### config.mk
export PLATFORM = sky130hd
export DESIGN_NAME = add_seq_64
export DESIGN_NICKNAME = d
export VERILOG_FILES = /design/src/rtl/add_seq_64.sv
export SDC_FILE = /design/constraint.sdc
export NUM_CORES = 1
export LEC_CHECK = 0
export ABC_AREA = 1
export CAP_MARGIN = 15
export CORE_ASPECT_RATIO = 0.8
export CORE_MARGIN = 4
export CORE_UTILIZATION = 50
export DETAILED_ROUTE_END_ITERATION = 8
export PLACE_DENSITY = 0.75
export SETUP_SLACK_MARGIN = 0.15
export SLEW_MARGIN = 15
export SYNTH_ARGS = -nofsm -noshare
export SYNTH_HDL_FRONTEND = slang
export SYNTH_HIERARCHICAL = 1
export SYNTH_SLANG_ARGS = --single-unit
### constraint.sdc
create_clock -name clk -period 12.3 [get_ports clk]
set_input_delay 1.845 -clock clk [delete_from_list [all_inputs] [get_ports clk]]
set_output_delay 1.845 -clock clk [all_outputs]
set_load 0.01 [all_outputs]
### src/rtl/add_seq_64.sv
// ---------------------------------------------------------------------------
// add_seq_64 -- multi-cycle wide adder/subtractor built around one 16-bit
// carry-lookahead slice (add_pg_16).
//
// The operands are latched when start is accepted. The design then makes one
// pass through add_pg_16 per clock, going from the LSB slice to the MSB slice.
// The slice carry is registered between passes. The full result, carry-out
// and signed overflow are published together with a one-cycle done pulse.
//
// Ports (add_seq_64):
//   clk        rising-edge clock
//   rst        asynchronous, active-high reset
//   start      request; accepted only while busy=0
//   sub        sampled with start; 1 = val1 - val2
//   val1       operand A, sampled with start
//   val2       operand B, sampled with start
//   carry_in   sampled with start; ignored when sub=1
//   busy       operation in progress
//   done       one-cycle pulse; val_out/carry_out/overflow are valid
//   val_out    result; holds until the next completion
//   carry_out  carry out of bit WIDTH-1 (for sub, 1 = no borrow)
//   overflow   signed two's-complement overflow
//
// Ports (add_pg_16):
//   a, b       16-bit addends
//   carry_in   carry into bit 0
//   sum        16-bit sum
//   carry_out  carry out of bit 15
//   prop_out   group propagate (all 16 bits propagate)
//   gen_out    group generate (carry out with carry_in=0)
// ---------------------------------------------------------------------------

module add_pg_16 (
    input  logic [15:0] a,
    input  logic [15:0] b,
    input  logic        carry_in,
    output logic [15:0] sum,
    output logic        carry_out,
    output logic        prop_out,
    output logic        gen_out
);

    logic [15:0] p;
    logic [15:0] g;
    logic [3:0]  grp_p;
    logic [3:0]  grp_g;
    logic [4:0]  grp_c;
    logic [15:0] bit_c;

    assign p = a ^ b;
    assign g = a & b;

    // Two-level lookahead: 4-bit groups produce group P/G, the group carries
    // are resolved from those, and each group then forms its own bit carries.
    always_comb begin
        grp_p = '0;
        grp_g = '0;
        grp_c = '0;
        bit_c = '0;
        for (int j = 0; j < 4; j++) begin
            grp_p[j] = &p[4*j +: 4];
            grp_g[j] = g[4*j+3]
                     | (p[4*j+3] & g[4*j+2])
                     | (p[4*j+3] & p[4*j+2] & g[4*j+1])
                     | (p[4*j+3] & p[4*j+2] & p[4*j+1] & g[4*j]);
        end
        grp_c[0] = carry_in;
        for (int j = 0; j < 4; j++) begin
            grp_c[j+1] = grp_g[j] | (grp_p[j] & grp_c[j]);
        end
        for (int j = 0; j < 4; j++) begin
            bit_c[4*j] = grp_c[j];
            for (int i = 1; i < 4; i++) begin
                bit_c[4*j+i] = g[4*j+i-1] | (p[4*j+i-1] & bit_c[4*j+i-1]);
            end
        end
    end

    assign sum       = p ^ bit_c;
    assign carry_out = grp_c[4];
    assign prop_out  = &grp_p;
    assign gen_out   = grp_g[3]
                     | (grp_p[3] & grp_g[2])
                     | (grp_p[3] & grp_p[2] & grp_g[1])
                     | (grp_p[3] & grp_p[2] & grp_p[1] & grp_g[0]);

endmodule

module add_seq_64 #(
    parameter int WIDTH = 64
) (
    input  logic             clk,
    input  logic             rst,
    input  logic             start,
    input  logic             sub,
    input  logic [WIDTH-1:0] val1,
    input  logic [WIDTH-1:0] val2,
    input  logic             carry_in,
    output logic             busy,
    output logic             done,
    output logic [WIDTH-1:0] val_out,
    output logic             carry_out,
    output logic             overflow
);

    localparam int NUM_SLICES = WIDTH / 16;
    localparam int IDX_W      = (NUM_SLICES > 1) ? $clog2(NUM_SLICES) : 1;
    localparam logic [IDX_W-1:0] LAST_IDX = IDX_W'(NUM_SLICES - 1);

    generate
        if ((WIDTH % 16) != 0 || WIDTH < 16) begin : g_width_check
            $error("add_seq_64: WIDTH must be a multiple of 16 and >= 16");
        end
    endgenerate

    typedef enum logic {
        IDLE = 1'b0,
        RUN  = 1'b1
    } state_t;

    state_t                       state_reg;
    logic [IDX_W-1:0]             idx_reg;
    logic                         carry_reg;
    logic [NUM_SLICES-1:0][15:0]  a_reg;
    logic [NUM_SLICES-1:0][15:0]  b_reg;      // already inverted for sub
    logic [NUM_SLICES-1:0][15:0]  acc_reg;    // partial sums, never visible
    logic [NUM_SLICES-1:0][15:0]  acc_next;
    logic                         busy_reg;
    logic                         done_reg;
    logic [WIDTH-1:0]             val_out_reg;
    logic                         carry_out_reg;
    logic                         overflow_reg;

    logic [15:0]                  slice_a;
    logic [15:0]                  slice_b;
    logic [15:0]                  slice_sum;
    logic                         slice_cout;
    logic                         unused_prop;
    logic                         unused_gen;
    logic                         last_slice;
    logic                         a_msb;
    logic                         b_msb;

    // Operand slice selection; a single-slice build has nothing to index.
    generate
        if (NUM_SLICES == 1) begin : g_one_slice
            assign slice_a = a_reg[0];
            assign slice_b = b_reg[0];
        end else begin : g_multi_slice
            assign slice_a = a_reg[idx_reg];
            assign slice_b = b_reg[idx_reg];
        end
    endgenerate

    add_pg_16 u_slice (
        .a         (slice_a),
        .b         (slice_b),
        .carry_in  (carry_reg),
        .sum       (slice_sum),
        .carry_out (slice_cout),
        .prop_out  (unused_prop),
        .gen_out   (unused_gen)
    );

    // Accumulator with the current slice merged in. On the last pass this is
    // the complete result, so it feeds val_out directly at completion.
    genvar gi;
    generate
        for (gi = 0; gi < NUM_SLICES; gi++) begin : g_acc
            assign acc_next[gi] = (idx_reg == IDX_W'(gi)) ? slice_sum : acc_reg[gi];
        end
    endgenerate

    assign last_slice = (idx_reg == LAST_IDX);
    assign a_msb      = a_reg[NUM_SLICES-1][15];
    assign b_msb      = b_reg[NUM_SLICES-1][15];

    always_ff @(posedge clk or posedge rst) begin
        if (rst) begin
            state_reg     <= IDLE;
            idx_reg       <= '0;
            carry_reg     <= 1'b0;
            a_reg         <= '0;
            b_reg         <= '0;
            acc_reg       <= '0;
            busy_reg      <= 1'b0;
            done_reg      <= 1'b0;
            val_out_reg   <= '0;
            carry_out_reg <= 1'b0;
            overflow_reg  <= 1'b0;
        end else begin
            done_reg <= 1'b0;
            case (state_reg)
                IDLE: begin
                    if (start) begin
                        a_reg     <= val1;
                        b_reg     <= sub ? ~val2 : val2;
                        // Subtraction is A + ~B + 1, so the +1 enters as carry.
                        carry_reg <= sub | carry_in;
                        idx_reg   <= '0;
                        busy_reg  <= 1'b1;
                        state_reg <= RUN;
                    end
                end
                RUN: begin
                    acc_reg   <= acc_next;
                    carry_reg <= slice_cout;
                    if (last_slice) begin
                        state_reg     <= IDLE;
                        busy_reg      <= 1'b0;
                        done_reg      <= 1'b1;
                        val_out_reg   <= acc_next;
                        carry_out_reg <= slice_cout;
                        overflow_reg  <= (a_msb == b_msb) && (slice_sum[15] != a_msb);
                    end else begin
                        idx_reg <= idx_reg + 1'b1;
                    end
                end
                default: begin
                    state_reg <= IDLE;
                    busy_reg  <= 1'b0;
                end
            endcase
        end
    end

    assign busy      = busy_reg;
    assign done      = done_reg;
    assign val_out   = val_out_reg;
    assign carry_out = carry_out_reg;
    assign overflow  = overflow_reg;

endmodule

After elaboration in Yosys (flattened, before gate mapping)
Cells that the tools add are included. W data, S select, Z words.

Add/sub/neg operators: 1. $mul: 0. Divide/modulo/power cells: 0. Magnitude comparators: 1. Eq/ne operators: 8. Shift operators: 0. Muxes and demuxes: 22. Bitwise gates (word level): 70. Reductions and logical operators: 10.

Operators by type and width (count): $mux W16 (6); $bmux W16 S2 (2); $mux W64 (1); $not A64 Y64 (1); $and A1 B1 Y1 (36); $xor A16 B16 Y16 (2); $or A1 B1 Y1 (29); $and A16 B16 Y16 (1); $reduce_and A4 Y1 (4); $reduce_and A2 Y1 (4); $mux W1 (7); $pmux W1 S2 (3); $eq A2 B2 Y1 const B (2); $mux W2 (2); $ne A2 B2 Y1 const B (2); $pmux W2 S2 (1); $lt A2 B3 Y1 const B (1); $add A2 B1 Y2 const B (1); $eq A2 B1 Y1 const B (1); $logic_not A2 Y1 (1); $ne A2 B1 Y1 const B (1); $eq A1 B1 Y1 (1); $logic_and A1 B1 Y1 (1); $ne A1 B1 Y1 (1); $not A1 Y1 (1).

Register bits: 264. Bits in latches: 0. Bits in writable memories: 0. Memory bits (read-only): 0. Input bits: 133. Memories kept: 0.

Logic depth before layout (Yosys ltp)
Gate-level depths: netlist of the first run.

Word-level depth: 21. Mapped depth: 24. Mapped depth without buffers: 22.

Cells and area by module
The synthesis of the first run kept the hierarchy.

By module, submodules not included: add_seq_64 (times used 1, cells an instance 1617, area an instance 12464.5 um2, sequential area each 6606.3 um2); add_pg_16 (times used 1, cells an instance 101, area an instance 792.0 um2, sequential area each 0.0 um2).

Least setup slack after synthesis of the first run
No wires, ideal clock.

Kind: register to register. From: reg idx_reg[0]. To: reg overflow_reg, in the netlist overflow. Arrival time: 3615 ps. Data required time: 12183 ps. Setup slack: 8568 ps. Cell stages (with the launch flop): 24. Buffers on the path: 2. Cells stage by stage: dfrtp_1 > buf_2 > buf_2 > nand2_1 > o211ai_1 > nand2_1 > ha_1 > nand2_1 > nand2_1 > nor2_2 > nand3_2 > nand2_2 > nand2_2 > nand2_2 > nand2_2 > fa_1 > fa_1 > fa_1 > xor2_1 > inv_1 > nand3_1 > nand2_1 > nand2_1 > nand2_1.

Word-level cells in the longest chain between the ends: 21. Elaborated cells between the ends (all ways): 50.

RTL lines: start, declared (line 122) `logic [IDX_W-1:0] idx_reg;`; start signal, assigned (line 216) `idx_reg <= idx_reg + 1'b1;`; $bmux W16 S2 * (line 150) `assign slice_a = a_reg[idx_reg];`; $mux W16 (implied by the code) * (line 150); via slice_a[3] (line 134) `logic [15:0] slice_a;`; $xor A16 B16 Y16 (line 50) `assign p = a ^ b;`; $and A1 B1 Y1 (on tied branches) (line 63, 64, 65); $or A1 B1 Y1, or another cell as far along (line 63) `| (p[4*j+3] & g[4*j+2])`; $or A1 B1 Y1 / $and A1 B1 Y1 (equally long branches) (line 64, 65); $or A1 B1 Y1 (line 65) `| (p[4*j+3] & p[4*j+2] & p[4*j+1] & g[4*j]);`; (+7 left out); $and A1 B1 Y1 * (line 74) `bit_c[4*j+i] = g[4*j+i-1] | (p[4*j+i-1] & bit_c[4*j+i-1]);`; $or A1 B1 Y1 * (line 74); $and A1 B1 Y1 * (line 74); $or A1 B1 Y1 * (line 74); $xor A16 B16 Y16 * (line 79) `assign sum = p ^ bit_c;`; via slice_sum[15] (line 136) `logic [15:0] slice_sum;`; $ne A1 B1 Y1 * (line 214) `overflow_reg <= (a_msb == b_msb) && (slice_sum[15] != a_msb);`; $logic_and A1 B1 Y1 * (line 214); end signal, assigned (line 214); end, declared (line 132) `logic overflow_reg;`.

Mark *: on every way through the listed nets, which the timed path passes. The rest lies on a longest branch. The select of a mux whose other input is x is not followed. A chain may end at the register's enable or synchronous reset.

Worst setup path in the final report of the first run
From: reg idx_reg[1]. To: reg acc_reg[31] (netlist bit).

Word-level cells in the longest chain between the ends: 20. Elaborated cells between the ends (all ways): 48.

RTL lines: $bmux W16 S2 * (line 151) `assign slice_b = b_reg[idx_reg];`; $mux W16 (implied by the code) * (line 151); via slice_b[3] (line 135) `logic [15:0] slice_b;`; $xor A16 B16 Y16 (line 50); $and A1 B1 Y1 (on tied branches) (line 63, 64, 65); $or A1 B1 Y1, or another cell as far along (line 63); $or A1 B1 Y1 / $and A1 B1 Y1 (equally long branches) (line 64, 65); $or A1 B1 Y1 (line 65); (+6 left out); $or A1 B1 Y1 * (line 74); $and A1 B1 Y1 * (line 74); $or A1 B1 Y1 * (line 74); $and A1 B1 Y1 * (line 74); $or A1 B1 Y1 * (line 74); $xor A16 B16 Y16 * (line 79); via slice_sum[15] (line 136); $mux W16 * (line 170) `assign acc_next[gi] = (idx_reg == IDX_W'(gi)) ? slice_sum : acc_reg[gi];`; end signal, assigned (line 206) `acc_reg <= acc_next;`; end, declared (line 126) `logic [NUM_SLICES-1:0][15:0] acc_reg;`.

Marks and branches as above.

==> flow_metrics.py, run 1 <==
metrics = {
    "run_status": {
        "status": "finished clean",
    },
    "final_layout": {
        "n_antenna_cell": 0,
        "regArea_mm2": 0.00661,
        "final_nets": 2022,
        "final_util_pct": 63.4,
        "fin_area_mm2": 0.0163,
        "fill_cells": 2206,
        "multi_input_area_mm2": 0.00561,
        "final_cell_mix": "nand2_1 (859), dfrtp_1 (262), clkdlybuf4s50_1 (199)",
        "syn_to_final_growth_pct": 23.0,
        "final_common_cell": "nand2_1",
        "drive_gt1_share_pct": 4.53,
    },
    "placed_design": {
        "post-dp-hpwl_um": 23200,
        "io_buffers": 200,
        "place.gp.congestion": 0.855,
        "dpl_cell_area_mm2": 0.0153,
    },
    "min_path": {
        "worstHoldStart": "a_reg[18]$_DFFE_PP0P_",
        "hp-class": "reg -> reg",
    },
    "timing": {
        "final-hold-violation-count": 0,
        "drv_slew": 0,
        "rsz0062_at_grt": "no",
        "max-slew-margin-rel_pct": 30.0,
        "fin_skew_ns": 0.0205,
        "finalCritPeriodShare_pct": 40.3,
        "worst_pin_slew_ns": 1.05,
        "fin_crit_ns": 4.96,
        "setup_violations": 0,
        "fmax_mhz": 202,
        "setup_tns_ns": 0,
    },
    "floorplanning": {
        "dieArea_mm2": 0.0291,
        "io_pins": 201,
        "start_util_pct": 51.6,
        "die-width_um": 190,
        "die_h_um": 153,
        "core_mm2": 0.0256,
        "rows": 52,
    },
    "global_routing": {
        "gr-total-overflow": 0,
        "grt_pass1_vias": 10800,
        "grt_usage_pct": 23.5,
        "grt_max_degree": 126,
        "grt_pass1_wl_um": 56000,
        "antenna_found_initial": 0,
    },
    "yosys": {
        "yosys_warnings": 6,
        "syn_area_mm2": 0.0132,
        "syn_nets": 1877,
        "avgSynthCellArea_um2": 7.73,
        "syn_inst": 1711,
    },
    "worst_setup_path": {
        "slowest_stage": "inv_2",
        "cp-start-kind": "register",
        "path_buf_inv": 1,
        "crit_start": "idx_reg[1]$_DFFE_PP0P_",
        "timing.rr.start": "idx_reg[1]$_DFFE_PP0P_",
        "crit_required_ns": 12.76,
        "path_class": "reg -> reg",
        "crit_family": "adder cells",
        "cp.arrival_ns": 5.42,
        "cp_cell_sequence": "inv_2 > nor2_1 > o21ai_0 > nand2_1 > ha_1 > nand2_1 > nand2_1 > nor2_2 > nand3_2 > nand2_2 > nand2_2 > nand2_2 > nand2_2 > fa_1 > fa_1 > fa_1 > xor2_1 > nand2_1 > o21ai_0 > nand2_1 > nand2_1",
        "slowest_delay_ns": 0.81,
        "endpoint_kind": "register",
        "worstPathMaxFanout": 51,
        "cpMostUsedCell": "nand2_1",
    },
    "power_and_ir_drop": {
        "p_comb_share_pct": 52.5,
        "power.net_switching_mw": 2.33,
        "p_sw_share_pct": 46.3,
        "leakage_nw": 8.34,
        "clkPwrFrac_pct": 17.7,
        "powerDensity_mw_per_mm2": 309,
        "power.total_mw": 5.03,
        "vdd_ir_drop_max_v": 0.000191,
        "p_seq_share_pct": 29.8,
        "internal-power_mw": 2.70,
    },
    "clock_tree": {
        "clockRootBuffer": "clkbuf_16",
        "cts_buffer_depth": 3,
        "clock_sinks": 264,
        "cts_tree": "yes",
        "cts-resized-gates": 0,
        "htree_levels": 1,
        "post_cts_buffers": 0,
        "path_clk_slew_ns": 0.07,
        "clkLatencyLatePin_ns": 0.53,
        "ctsHoldBuffers": 0,
        "numCtsBuffers": 27,
    },
    "route": {
        "drt_iter0_drc": 1033,
        "vias_per_cell": 4.98,
        "routed_wl_um": 34300,
        "drc_errors": 0,
        "vias": 11100,
        "wl_per_cell_um": 15.4,
        "ant_nets": 0,
        "drt_pre_antenna_iters": 5,
    },
    "flow_run": {
        "drv_cap": 0,
    },
}
[through the flow]
stage                     setup WS (ns)  cells  hold WS, ns
after detailed placement           7.28   2178        0.461
after CTS                          7.35   2227        0.476
final                              7.34   2227        0.473
after global routing               6.91   2227        0.497
after global placement             7.29   2178        0.454
after floorplan                    3.19   1711        0.442
[path summary, 6_finish.rpt]
| kind | cells after the start | slack (ns) | to |
|---|---|---|---|
| worst min-delay path | 2 | 0.47 | a_reg[18]$_DFFE_PP0P_ |
| max in group asynchronous | 4 | 8.03 | idx_reg[0]$_DFFE_PP0P_ |
| min in group asynchronous | 2 | 1.88 | a_reg[56]$_DFFE_PP0P_ |
| worst max register to register | 21 | 7.34 | acc_reg[31]$_DFFE_PP0P_ |
| worst max-delay path | 21 | 7.34 | acc_reg[31]$_DFFE_PP0P_ |
| worst min register to register | 2 | 0.47 | a_reg[18]$_DFFE_PP0P_ |
[cell type report]
cell class | instances | share of cell area (%)
multi-input combinational | 1207 | 34.5
tap | 351 | 2.70
clock buffer | 34 | 4.69
timing repair buffer | 210 | 12.8
inverter | 146 | 3.42
clock inverter | 15 | 1.30
sequential | 264 | 40.7
[worst min-delay path, stage by stage (launching register included)]
cell     delay [ns]
dfrtp_1        0.34
nand2_1        0.05
nand2_1        0.05
[power by group through the flow]
stage,clock [mW],sequential [mW],combinational (mW)
floorplan,0,1.47,1.68
global placement,0,1.50,2.56
detailed placement,0,1.50,2.61
CTS,0.902,1.50,2.64
global route,0.941,1.55,2.97
finish,0.891,1.50,2.64
[routing by layer]
metal / global-route usage, % / vias up / part of all wire [%]
li1: - / 5491 / -
met1: 35.9 / 5221 / 47
met2: 36.4 / 332 / 45
met3: 3.06 / 50 / 6.5
met4: 4.79 / 0 / 2.0
met5: 0 / - / 0
Note: power is estimated with default switching activity, not from simulation.
==> inputs of run 2 (changes only) <==
Clock period 12.3 ns to 4.8 ns, I/O delays scaled along.
==> run 2 against run 1 <==
Against the previous run:
- global-route usage is 0.074 points higher
- fmax increased by 14%
- wire length up 0.77%
- worst setup slack lost 6.9 ns
- combinational power increased to 2.6 times the previous value
- critical path depth decreased by 2
- utilization hardly changed
- sequential power grew to 2.5 times the previous value
- highest routed layer unchanged
==> flow_metrics.py, run 2 (synthesis gave the netlist of run 1 again) <==
metrics = {
    "global_routing": {
        "gr-total-overflow": 0,
        "grt_pass1_wl_um": 56100,
        "grt_max_degree": 152,
        "grt_usage_pct": 23.6,
        "antenna_found_initial": 1,
        "grt_pass1_vias": 10700,
    },
    "final_layout": {
        "syn_to_final_growth_pct": 22.9,
        "final_common_cell": "nand2_1",
        "final_util_pct": 63.4,
        "fill_cells": 2270,
        "final_nets": 2026,
        "final_cell_mix": "nand2_1 (859), dfrtp_1 (263), clkdlybuf4s50_1 (199)",
        "drive_gt1_share_pct": 4.42,
    },
    "timing": {
        "rsz0062_at_grt": "no",
        "finalCritPeriodShare_pct": 90.3,
        "setup_tns_ns": 0,
        "setup_slack_ns": 0.464,
        "worst_pin_slew_ns": 1.03,
        "setup_violations": 0,
        "fin_crit_ns": 4.34,
        "fin_skew_ns": 0.00792,
        "hold_ws_ns": 0.471,
        "fmax_mhz": 231,
        "final-hold-violation-count": 0,
        "drv_slew": 0,
        "max-slew-margin-rel_pct": 31.4,
    },
    "power_and_ir_drop": {
        "powerDensity_mw_per_mm2": 788,
        "vdd_ir_drop_max_v": 0.000503,
        "power.total_mw": 12.8,
        "leakage_nw": 8.33,
    },
    "route": {
        "drt_iter0_drc": 939,
        "drc_errors": 0,
        "wl_per_cell_um": 15.5,
        "vias_per_cell": 4.96,
        "routed_wl_um": 34600,
        "ant_nets": 0,
        "drt_pre_antenna_iters": 5,
        "vias": 11100,
    },
    "clock_tree": {
        "cts_tree": "yes",
        "post_cts_buffers": 0,
        "clockRootBuffer": "clkbuf_16",
        "numCtsBuffers": 26,
        "ctsHoldBuffers": 0,
        "cts_buffer_depth": 3,
        "clkLatencyLatePin_ns": 0.53,
        "path_clk_slew_ns": 0.06,
        "clock_sinks": 264,
        "htree_levels": 1,
    },
    "floorplanning": {
        "start_util_pct": 51.6,
        "dieArea_mm2": 0.0291,
        "core_mm2": 0.0256,
        "rows": 52,
        "io_pins": 201,
        "die-width_um": 190,
        "die_h_um": 153,
    },
    "placed_design": {
        "pre_cts_slack_ns": 0.345,
        "place.gp.congestion": 0.866,
        "post-dp-hpwl_um": 23500,
        "io_buffers": 200,
    },
    "flow_run": {
        "drv_cap": 0,
    },
    "worst_setup_path": {
        "worstPathMaxFanout": 51,
        "endpoint_kind": "register",
        "cp-start-kind": "register",
        "path_class": "reg -> reg",
        "crit_required_ns": 5.27,
        "cp.arrival_ns": 4.80,
    },
    "run_status": {
        "status": "finished clean",
    },
    "min_path": {
        "hp-class": "reg -> reg",
    },
}
==> run 2: stage by stage <==
stage	cell area, um2	instances
global route	16300	2231
detailed placement	15400	2182
finish	16300	2231
global placement	15400	2182
floorplan	13200	1711
CTS	16200	2229
==> run 2: cell type report <==
| type | count | area (um2) | share of cell area, % |
|---|---|---|---|
| repair inverters | 1 | 5.00 | 0.0308 |
| diodes | 1 | 2.50 | 0.0154 |
| flip-flops and latches | 264 | 6610 | 40.7 |
| inverters | 146 | 556 | 3.42 |
| well taps | 351 | 439 | 2.70 |
| multi-input cells | 1207 | 5610 | 34.5 |
| repair buffers | 214 | 2160 | 13.3 |
| clock buffers | 39 | 781 | 4.80 |
| clock inverters | 8 | 92.6 | 0.570 |
==> run 2: metal layers <==
layer | up-vias | global-route usage (%) | routed length, um
met5 | - | 0 | 0
met4 | 0 | 5.23 | 677
met3 | 58 | 4.58 | 2450
met2 | 321 | 35.2 | 15000
met1 | 5187 | 36.0 | 16500
li1 | 5491 | - | -
==> run 2: final timing paths <==
| path | startpoint | to | slack [ns] | cells past startpoint |
|---|---|---|---|---|
| min reg2reg | a_reg[27]$_DFFE_PP0P_ | a_reg[27]$_DFFE_PP0P_ | 0.47 | 2 |
| min | a_reg[27]$_DFFE_PP0P_ | a_reg[27]$_DFFE_PP0P_ | 0.47 | 2 |
| max | idx_reg[0]$_DFFE_PP0P_ | acc_reg[27]$_DFFE_PP0P_ | 0.46 | 19 |
| max in group asynchronous | rst | idx_reg[0]$_DFFE_PP0P_ | 3.25 | 3 |
| min in group asynchronous | rst | a_reg[52]$_DFFE_PP0P_ | 0.75 | 3 |
| max reg2reg | idx_reg[0]$_DFFE_PP0P_ | acc_reg[27]$_DFFE_PP0P_ | 0.46 | 19 |
==> run 2: repair_timing <==
item,in CTS,in global routing
setup endpoints to repair,0,23
endpoints found under the hold margin,0,0
gates resized for setup,0,2
==> run 2: power by group <==
part	leakage, nW	total [mW]	internal [mW]	switching, mW
logic	4.57	6.89	2.34	4.56
clock network	0.431	2.08	1.23	0.854
registers	3.33	3.82	3.25	0.570
==> run 2: critical path, stage by stage, from the launching register on <==
cell	delay, ns
dfrtp_4	0.63
buf_12	0.24
o21ai_0	0.29
nand2_1	0.08
nand2_1	0.18
ha_1	0.28
nand2_2	0.08
nor2_1	0.05
nor2_2	0.08
nand3_2	0.09
nand2_2	0.07
nand2_2	0.06
fa_1	0.40
fa_1	0.40
fa_1	0.41
xor2_1	0.48
nand2_1	0.10
o21ai_0	0.15
nand2_1	0.08
nand2_1	0.08
